==> config.mk <==
export PLATFORM = sky130hd
export DESIGN_NAME = woz_track_writeback
export DESIGN_NICKNAME = d
export VERILOG_FILES = /design/src/rtl/woz_track_writeback.sv
export SDC_FILE = /design/constraint.sdc
export NUM_CORES = 1
export LEC_CHECK = 0
export CAP_MARGIN = 0
export CORE_UTILIZATION = 50
export DETAILED_ROUTE_END_ITERATION = 10
export PLACE_DENSITY = 0.77
export SETUP_SLACK_MARGIN = 0.4
export SLEW_MARGIN = 40
export SYNTH_ARGS = -nofsm -noshare
export SYNTH_HDL_FRONTEND = slang
export SYNTH_SLANG_ARGS = --single-unit
export TNS_END_PERCENT = 30
==> constraint.sdc <==
create_clock -name clk -period 3 [get_ports clk]
set_input_delay 0.45 -clock clk [delete_from_list [all_inputs] [get_ports clk]]
set_output_delay 0.45 -clock clk [all_outputs]
set_load 0.01 [all_outputs]
==> src/rtl/woz_track_writeback.sv <==
// Flushes a dirty WOZ track from the track bit buffer to the host as consecutive SD blocks.
// Block 0 starts with an 8-byte header (bit_count LE32, byte_count LE32). Pad bytes past the track end are zero.
module woz_track_writeback #(
   parameter int MAX_BLOCKS = 25,
   parameter int ADDR_W     = 14
) (
   input  logic              clk,
   input  logic              reset_n,
   output logic [31:0]       sd_lba,
   output logic              sd_wr,
   input  logic              sd_ack,
   input  logic [8:0]        sd_buff_addr,
   output logic [7:0]        sd_buff_din,
   input  logic [6:0]        track,
   input  logic              side,
   input  logic [31:0]       bit_count,
   input  logic              mark_dirty,
   input  logic              flush_req,
   output logic [ADDR_W-1:0] trk_addr,
   input  logic [7:0]        trk_data,
   output logic              dirty,
   output logic              busy,
   output logic              done,
   output logic              error
);

   localparam int          OFF_W     = 14;
   localparam int          REL_W     = OFF_W - 9;
   localparam logic [31:0] MAX_BYTES = 32'(MAX_BLOCKS * 512 - 8);

   localparam logic [1:0] SEL_PAD  = 2'd0;
   localparam logic [1:0] SEL_HDR  = 2'd1;
   localparam logic [1:0] SEL_DATA = 2'd2;

   typedef enum logic [1:0] {
      ST_IDLE,
      ST_REQ,
      ST_XFER,
      ST_DONE
   } state_t;

   state_t             state_q;
   logic [31:0]        lba_q;
   logic               wr_q;
   logic               busy_q;
   logic               done_q;
   logic               error_q;
   logic               dirty_q;
   logic               remark_q;
   logic               old_ack_q;
   logic [31:0]        bitcnt_q;
   logic [31:0]        bytecnt_q;
   logic [31:0]        nblk_q;
   logic [REL_W-1:0]   rel_q;
   logic [1:0]         sel_q;
   logic [1:0]         sel_d;
   logic [7:0]         hdr_byte_q;
   logic [7:0]         hdr_byte_d;

   logic [31:0]        bc_in;
   logic [31:0]        nblk_in;
   logic [OFF_W-1:0]   off_w;
   logic [OFF_W-1:0]   toff_w;
   logic [63:0]        hdr_w;
   logic [7:0]         hdr_bytes [8];
   logic               last_blk;
   logic               ack_fall;
   logic               bad_count;

   // Geometry from the live bit_count; only used at the moment a flush is accepted.
   assign bc_in     = (bit_count + 32'd7) >> 3;
   assign nblk_in   = (bc_in + 32'd519) >> 9;
   assign bad_count = (bit_count == 32'd0) || (bc_in > MAX_BYTES);

   assign off_w    = {rel_q, 9'd0} + {{(OFF_W-9){1'b0}}, sd_buff_addr};
   assign toff_w   = off_w - 14'd8;
   assign trk_addr = (off_w < 14'd8) ? '0 : toff_w[ADDR_W-1:0];

   assign hdr_w = {bytecnt_q, bitcnt_q};

   generate
      for (genvar gi = 0; gi < 8; gi++) begin : g_hdr
         assign hdr_bytes[gi] = hdr_w[gi*8 +: 8];
      end
   endgenerate

   always_comb begin
      hdr_byte_d = hdr_bytes[off_w[2:0]];
      sel_d      = SEL_DATA;
      if (off_w < 14'd8) begin
         sel_d = SEL_HDR;
      end else if ({{(32-OFF_W){1'b0}}, toff_w} >= bytecnt_q) begin
         sel_d = SEL_PAD;
      end
   end

   // The select is pipelined one clock so it lines up with the RAM's registered read data.
   always_comb begin
      sd_buff_din = 8'h00;
      case (sel_q)
         SEL_HDR:  sd_buff_din = hdr_byte_q;
         SEL_DATA: sd_buff_din = trk_data;
         default:  sd_buff_din = 8'h00;
      endcase
   end

   assign last_blk = ({{(32-REL_W){1'b0}}, rel_q} == (nblk_q - 32'd1));
   assign ack_fall = old_ack_q & ~sd_ack;

   always_ff @(posedge clk or negedge reset_n) begin
      if (!reset_n) begin
         state_q    <= ST_IDLE;
         lba_q      <= '0;
         wr_q       <= 1'b0;
         busy_q     <= 1'b0;
         done_q     <= 1'b0;
         error_q    <= 1'b0;
         dirty_q    <= 1'b0;
         remark_q   <= 1'b0;
         old_ack_q  <= 1'b0;
         bitcnt_q   <= '0;
         bytecnt_q  <= '0;
         nblk_q     <= '0;
         rel_q      <= '0;
         sel_q      <= SEL_PAD;
         hdr_byte_q <= 8'h00;
      end else begin
         done_q     <= 1'b0;
         old_ack_q  <= sd_ack;
         sel_q      <= sel_d;
         hdr_byte_q <= hdr_byte_d;

         // A write landing during a flush must survive that flush's completion.
         if (mark_dirty) begin
            dirty_q <= 1'b1;
            if (state_q != ST_IDLE) begin
               remark_q <= 1'b1;
            end
         end

         case (state_q)
            ST_IDLE: begin
               if (flush_req) begin
                  if (!dirty_q) begin
                     done_q <= 1'b1;
                  end else if (bad_count) begin
                     error_q <= 1'b1;
                     done_q  <= 1'b1;
                  end else begin
                     bitcnt_q  <= bit_count;
                     bytecnt_q <= bc_in;
                     nblk_q    <= nblk_in;
                     lba_q     <= {19'd0, side, track, 5'd0};
                     rel_q     <= '0;
                     error_q   <= 1'b0;
                     remark_q  <= 1'b0;
                     busy_q    <= 1'b1;
                     wr_q      <= 1'b1;
                     state_q   <= ST_REQ;
                  end
               end
            end
            ST_REQ: begin
               if (sd_ack) begin
                  wr_q    <= 1'b0;
                  state_q <= ST_XFER;
               end
            end
            ST_XFER: begin
               if (ack_fall) begin
                  if (last_blk) begin
                     state_q <= ST_DONE;
                  end else begin
                     lba_q   <= lba_q + 32'd1;
                     rel_q   <= rel_q + 1'b1;
                     wr_q    <= 1'b1;
                     state_q <= ST_REQ;
                  end
               end
            end
            ST_DONE: begin
               busy_q <= 1'b0;
               done_q <= 1'b1;
               if (!remark_q && !mark_dirty) begin
                  dirty_q <= 1'b0;
               end
               state_q <= ST_IDLE;
            end
            default: state_q <= ST_IDLE;
         endcase
      end
   end

   assign sd_lba = lba_q;
   assign sd_wr  = wr_q;
   assign busy   = busy_q;
   assign done   = done_q;
   assign error  = error_q;
   assign dirty  = dirty_q;

endmodule
==> impl_metrics.xml <==
<?xml version="1.0" encoding="UTF-8"?>
<metrics>
  <group name="run_status">
    <metric name="outcome" unit="">complete, no violations</metric>
  </group>
  <group name="logic_synthesis">
    <metric name="netlist_area_before_placement" unit="um^2">8162</metric>
    <metric name="synth_top_family_by_area" unit="">simple AND/OR/NAND/NOR gates</metric>
    <metric name="synthXorXnorAreaFrac" unit="%">3.971</metric>
    <metric name="yosysTopAreaCell" unit="">sky130_fd_sc_hd__dfrtp_1</metric>
    <metric name="ys.flop_type" unit="">sky130_fd_sc_hd__dfrtp_1</metric>
    <metric name="netlist-cell-type-count" unit="">73</metric>
    <metric name="synth_top_area_share" unit="%">42.31</metric>
    <metric name="synth.yosys.seq_area_share" unit="%">42.31</metric>
    <metric name="yosys-top-cells-count" unit="">138 x sky130_fd_sc_hd__dfrtp_1, 138 x sky130_fd_sc_hd__nand2_1, 41 x sky130_fd_sc_hd__nor2_1, 40 x sky130_fd_sc_hd__o21ai_0, 39 x sky130_fd_sc_hd__nand3_1</metric>
    <metric name="synth-edff-count" unit="">0</metric>
    <metric name="post_synth_fa_ha_maj_area_fraction" unit="%">3.986</metric>
    <metric name="synthesis.instances" unit="">890</metric>
    <metric name="synth_area_per_cell" unit="um^2">9.170</metric>
    <metric name="synth-seq-cells" unit="">138</metric>
    <metric name="synthesized_netlist_net_count" unit="">978</metric>
    <metric name="postSynth.asyncResetShare" unit="%">100.0</metric>
    <metric name="synth-simple-area-share" unit="%">26.12</metric>
    <metric name="synth.area.mux_share" unit="%">5.304</metric>
    <metric name="ranking_of_synthesized_cells_by_area" unit="">sky130_fd_sc_hd__dfrtp_1 42%, sky130_fd_sc_hd__nand2_1 6.3%, sky130_fd_sc_hd__ha_1 4.0%</metric>
    <metric name="synth-warning-count" unit="">0</metric>
    <metric name="synth_compound_area_share" unit="%">13.71</metric>
  </group>
  <group name="worst_setup_path">
    <metric name="worstSetupStartpointType" unit="">input pin</metric>
    <metric name="worstRegToRegCells" unit="">12</metric>
    <metric name="worst_reg2reg_startpoint" unit="">nblk_q[0]$_DFFE_PN0P_</metric>
    <metric name="timing.critical_path.required" unit="ns">3.30</metric>
    <metric name="internal_reg_to_reg_setup_slack" unit="ns">0.02</metric>
    <metric name="worstPathArrival" unit="ns">3.29</metric>
    <metric name="maximum_fanout_count_along_the_critical_path" unit="">6</metric>
    <metric name="timing.critical_path.to_type" unit="">flop</metric>
    <metric name="timing_worst_setup_path_type" unit="">in -&gt; reg</metric>
    <metric name="r2r_end" unit="">sd_lba[9]$_DFFE_PN0P_</metric>
  </group>
  <group name="placement">
    <metric name="dpl.hpwl" unit="mm">15.81</metric>
    <metric name="placement.setup.worst_slack" unit="ns">-0.5565</metric>
    <metric name="buffer_ports.inserted" unit="">120</metric>
    <metric name="dpl_cell_area" unit="um^2">10360</metric>
    <metric name="gp_routability_congestion" unit="">0.9264</metric>
    <metric name="dp_cells" unit="">1288</metric>
  </group>
  <group name="hold_path">
    <metric name="path_type_of_the_worst_min_delay_path" unit="">in -&gt; async</metric>
  </group>
  <group name="die">
    <metric name="fp.dieArea" unit="um^2">16840</metric>
    <metric name="row_count" unit="">46</metric>
    <metric name="initial_cell_density_of_the_core" unit="%">51.38</metric>
    <metric name="die_height" unit="um">129.8</metric>
    <metric name="io_pins" unit="">121</metric>
    <metric name="core_area" unit="um^2">15890</metric>
    <metric name="fp.dieW" unit="um">129.8</metric>
  </group>
  <group name="timing">
    <metric name="setup_ws" unit="ns">0.01302</metric>
    <metric name="finalClockSkew" unit="ns">0.01075</metric>
    <metric name="max_slew.worst_pin.slew" unit="ns">0.6903</metric>
    <metric name="setup_tns" unit="ns">0</metric>
    <metric name="timing_max_transition_violations_final" unit="">0</metric>
    <metric name="timing_hold_violations_final" unit="">0</metric>
    <metric name="slew_headroom" unit="%">53.98</metric>
    <metric name="setup_viol" unit="">0</metric>
    <metric name="peak_clock_frequency_supported_by_timing" unit="MHz">334.8</metric>
    <metric name="layout_min_cycle_time" unit="ns">2.987</metric>
    <metric name="holdWs" unit="ns">0.03704</metric>
    <metric name="min_period_over_period" unit="%">99.57</metric>
    <metric name="grt_setup_unrepaired" unit="">true</metric>
  </group>
  <group name="cells_and_area">
    <metric name="post_layout_cell_count" unit="">1393</metric>
    <metric name="layout.cell_area.non_filler" unit="um^2">12360</metric>
    <metric name="drive_gt1_share" unit="%">31.18</metric>
    <metric name="antenna-diode-count" unit="">0</metric>
    <metric name="synthToLayoutAreaGrowth" unit="%">51.45</metric>
    <metric name="fillers" unit="">910</metric>
    <metric name="area.sequential" unit="um^2">3455</metric>
    <metric name="design.final.nets" unit="">1252</metric>
    <metric name="area_occupied_by_multi_input_gates" unit="um^2">4918</metric>
  </group>
  <group name="global_route">
    <metric name="initial_antenna_violation_count" unit="">0</metric>
    <metric name="grt_use_total" unit="%">31.11</metric>
    <metric name="grt_start_max_net_pins" unit="">73</metric>
    <metric name="grt_first_pass_wirelength" unit="mm">40.63</metric>
    <metric name="globalRoute.totalOverflow" unit="">0</metric>
    <metric name="grt_pass1_vias" unit="">8101</metric>
  </group>
  <group name="cts">
    <metric name="cts_root_buf" unit="">sky130_fd_sc_hd__clkbuf_16</metric>
    <metric name="ctsLongestPathBuffers" unit="">2</metric>
    <metric name="clk_pin_slew_worst_paths" unit="ns">0.06</metric>
    <metric name="cts-htree-levels" unit="">4</metric>
    <metric name="ctsHoldBuffers" unit="">0</metric>
    <metric name="cts_tree" unit="">yes</metric>
    <metric name="clkSinkCount" unit="">138</metric>
    <metric name="worst_skew_pair.late_latency" unit="ns">0.43</metric>
    <metric name="numCtsBuffers" unit="">17</metric>
  </group>
  <group name="flow_run">
    <metric name="cap_violations" unit="">0</metric>
  </group>
  <group name="pwr">
    <metric name="power_report.internal_total" unit="mW">4.644</metric>
    <metric name="leakage_power_total" unit="nW">5.636</metric>
    <metric name="power.clock.fraction" unit="%">29.3</metric>
    <metric name="irDropWorstVdd" unit="mV">0.4740</metric>
    <metric name="fraction_of_power_spent_switching_nets" unit="%">35.19</metric>
    <metric name="power_density" unit="nW/um^2">579.7</metric>
    <metric name="power.share.combinational" unit="%">39.4</metric>
    <metric name="net-switching-power" unit="mW">2.521</metric>
    <metric name="sequentialPowerShare" unit="%">31.3</metric>
  </group>
  <group name="routing">
    <metric name="drtAntennaViolNets" unit="">0</metric>
    <metric name="wl_per_cell" unit="um">22.06</metric>
    <metric name="drc" unit="">0</metric>
    <metric name="detail_route.vias_per_cell" unit="">6.447</metric>
    <metric name="wl" unit="mm">30.73</metric>
    <metric name="drt_iter0_drc" unit="">1223</metric>
    <metric name="via_count" unit="">8981</metric>
    <metric name="detail_route.first_pass.iterations" unit="">6</metric>
  </group>
</metrics>
[worst max-delay path by stage]
stage,from,to,slack [ns],cells after the start
global route,nblk_q[0]$_DFFE_PN0P_,sd_lba[10]$_DFFE_PN0P_,-0.02,12
detailed placement,bit_count[2],sd_lba[31]$_DFFE_PN0P_,-0.56,12
global placement,bit_count[2],sd_lba[31]$_DFFE_PN0P_,-0.45,12
CTS,nblk_q[0]$_DFFE_PN0P_,sd_lba[17]$_DFFE_PN0P_,0.20,11
floorplan,bit_count[8],sd_lba[9]$_DFFE_PN0P_,0.04,12
finish,bit_count[10],sd_lba[11]$_DFFE_PN0P_,0.01,17
[cell families after synthesis]
group / count (synthesis)
AND/OR/NAND/NOR: 406
AO/OA/AOI/OAI: 165
flip-flops: 138
buffers and inverters: 92
XOR/XNOR: 37
multiplexers: 26
adder cells (fa/ha/maj): 26
[through the flow]
| stage | power (mW) | utilization (%) |
|---|---|---|
| floorplan | 3.190 | - |
| global placement | 4.066 | 65.22 |
| detailed placement | 4.103 | 65.22 |
| CTS | 6.808 | 73.78 |
| global route | 7.364 | 77.81 |
| finish | 7.165 | 77.81 |
[timing repair]
| action | CTS | global route |
|---|---|---|
| cloned | 4 | 12 |
| gates resized for setup | 186 | 85 |
| pin swaps | 67 | 27 |
| endpoints found under the setup margin | 140 | 139 |
| buffers inserted | 51 | 6 |
[sequential cells by signal (all words and copies together), names as in the netlist, 2 cells and up]
register and cells:
bitcnt_q 32, bytecnt_q 29, hdr_byte_q 8, nblk_q 21, rel_q 5, sd_lba 32
sel_q 2, state_q 2
[placed cells by master (no fill, tap or decap), types with 7 or more instances in the layout]
master	n
sky130_fd_sc_hd__buf_4	134
sky130_fd_sc_hd__o21ai_0	30
sky130_fd_sc_hd__xnor2_1	22
sky130_fd_sc_hd__buf_6	35
sky130_fd_sc_hd__dlygate4sd2_1	19
sky130_fd_sc_hd__nor2b_1	11
sky130_fd_sc_hd__dfrtp_1	137
sky130_fd_sc_hd__clkdlybuf4s50_1	81
sky130_fd_sc_hd__o21a_1	7
sky130_fd_sc_hd__nor4_1	11
sky130_fd_sc_hd__o31ai_1	16
sky130_fd_sc_hd__and3_1	10
sky130_fd_sc_hd__mux2_2	7
sky130_fd_sc_hd__a21oi_1	21
sky130_fd_sc_hd__or4_4	11
sky130_fd_sc_hd__nor3_1	12
sky130_fd_sc_hd__o211ai_1	9
sky130_fd_sc_hd__or4_1	12
sky130_fd_sc_hd__xor2_1	10
sky130_fd_sc_hd__nand4_1	18
sky130_fd_sc_hd__nand3_1	35
sky130_fd_sc_hd__a22oi_1	8
sky130_fd_sc_hd__clkbuf_16	26
sky130_fd_sc_hd__or3_1	9
sky130_fd_sc_hd__a21oi_2	9
sky130_fd_sc_hd__ha_1	24
sky130_fd_sc_hd__buf_2	10
sky130_fd_sc_hd__mux4_2	13
sky130_fd_sc_hd__nand2_1	124
sky130_fd_sc_hd__nor2_1	40
sky130_fd_sc_hd__nand2_2	11
sky130_fd_sc_hd__o31a_1	8
sky130_fd_sc_hd__buf_12	9
sky130_fd_sc_hd__o21ai_1	7
sky130_fd_sc_hd__nand3b_1	8
sky130_fd_sc_hd__and2_1	34
sky130_fd_sc_hd__inv_1	36
[worst max-delay path, stage by stage]
cell,delay (ns)
sky130_fd_sc_hd__buf_6,0.08
sky130_fd_sc_hd__nand4_1,0.12
sky130_fd_sc_hd__buf_4,0.16
sky130_fd_sc_hd__buf_6,0.12
sky130_fd_sc_hd__buf_6,0.12
sky130_fd_sc_hd__nor4_4,0.32
sky130_fd_sc_hd__buf_4,0.17
sky130_fd_sc_hd__buf_4,0.11
sky130_fd_sc_hd__a311oi_2,0.12
sky130_fd_sc_hd__o22ai_2,0.38
sky130_fd_sc_hd__a211oi_2,0.07
sky130_fd_sc_hd__buf_4,0.16
sky130_fd_sc_hd__a21oi_4,0.20
sky130_fd_sc_hd__buf_12,0.17
sky130_fd_sc_hd__buf_8,0.14
sky130_fd_sc_hd__o32ai_2,0.10
sky130_fd_sc_hd__a221o_1,0.28
[layer usage]
layer / routed length (um) / GRT usage [%]
met2: 14460 / 49.58
met1: 11790 / 41.90
met4: 1535 / 12.45
met5: 0 / 0
met3: 2950 / 6.109
[power by group through the flow]
stage	Sequential [mW]	Clock, mW	Combinational [mW]
2_1_floorplan	2.21	0	0.981
4_1_cts	2.20	2.07	2.53
5_1_grt	2.24	2.17	2.95
6_report	2.24	2.10	2.82
3_5_place_dp	2.23	0	1.87
3_3_place_gp	2.23	0	1.84
[cell type report]
class                      count  share of cell area (%)
clock buffer                  18                   3.472
clock inverter                14                   1.215
inverter                      38                   1.154
multi-input combinational    661                   39.79
sequential                   138                   27.95
tap                          216                   2.186
timing repair buffer         308                   24.23
Note: power is estimated with default switching activity, not from simulation.
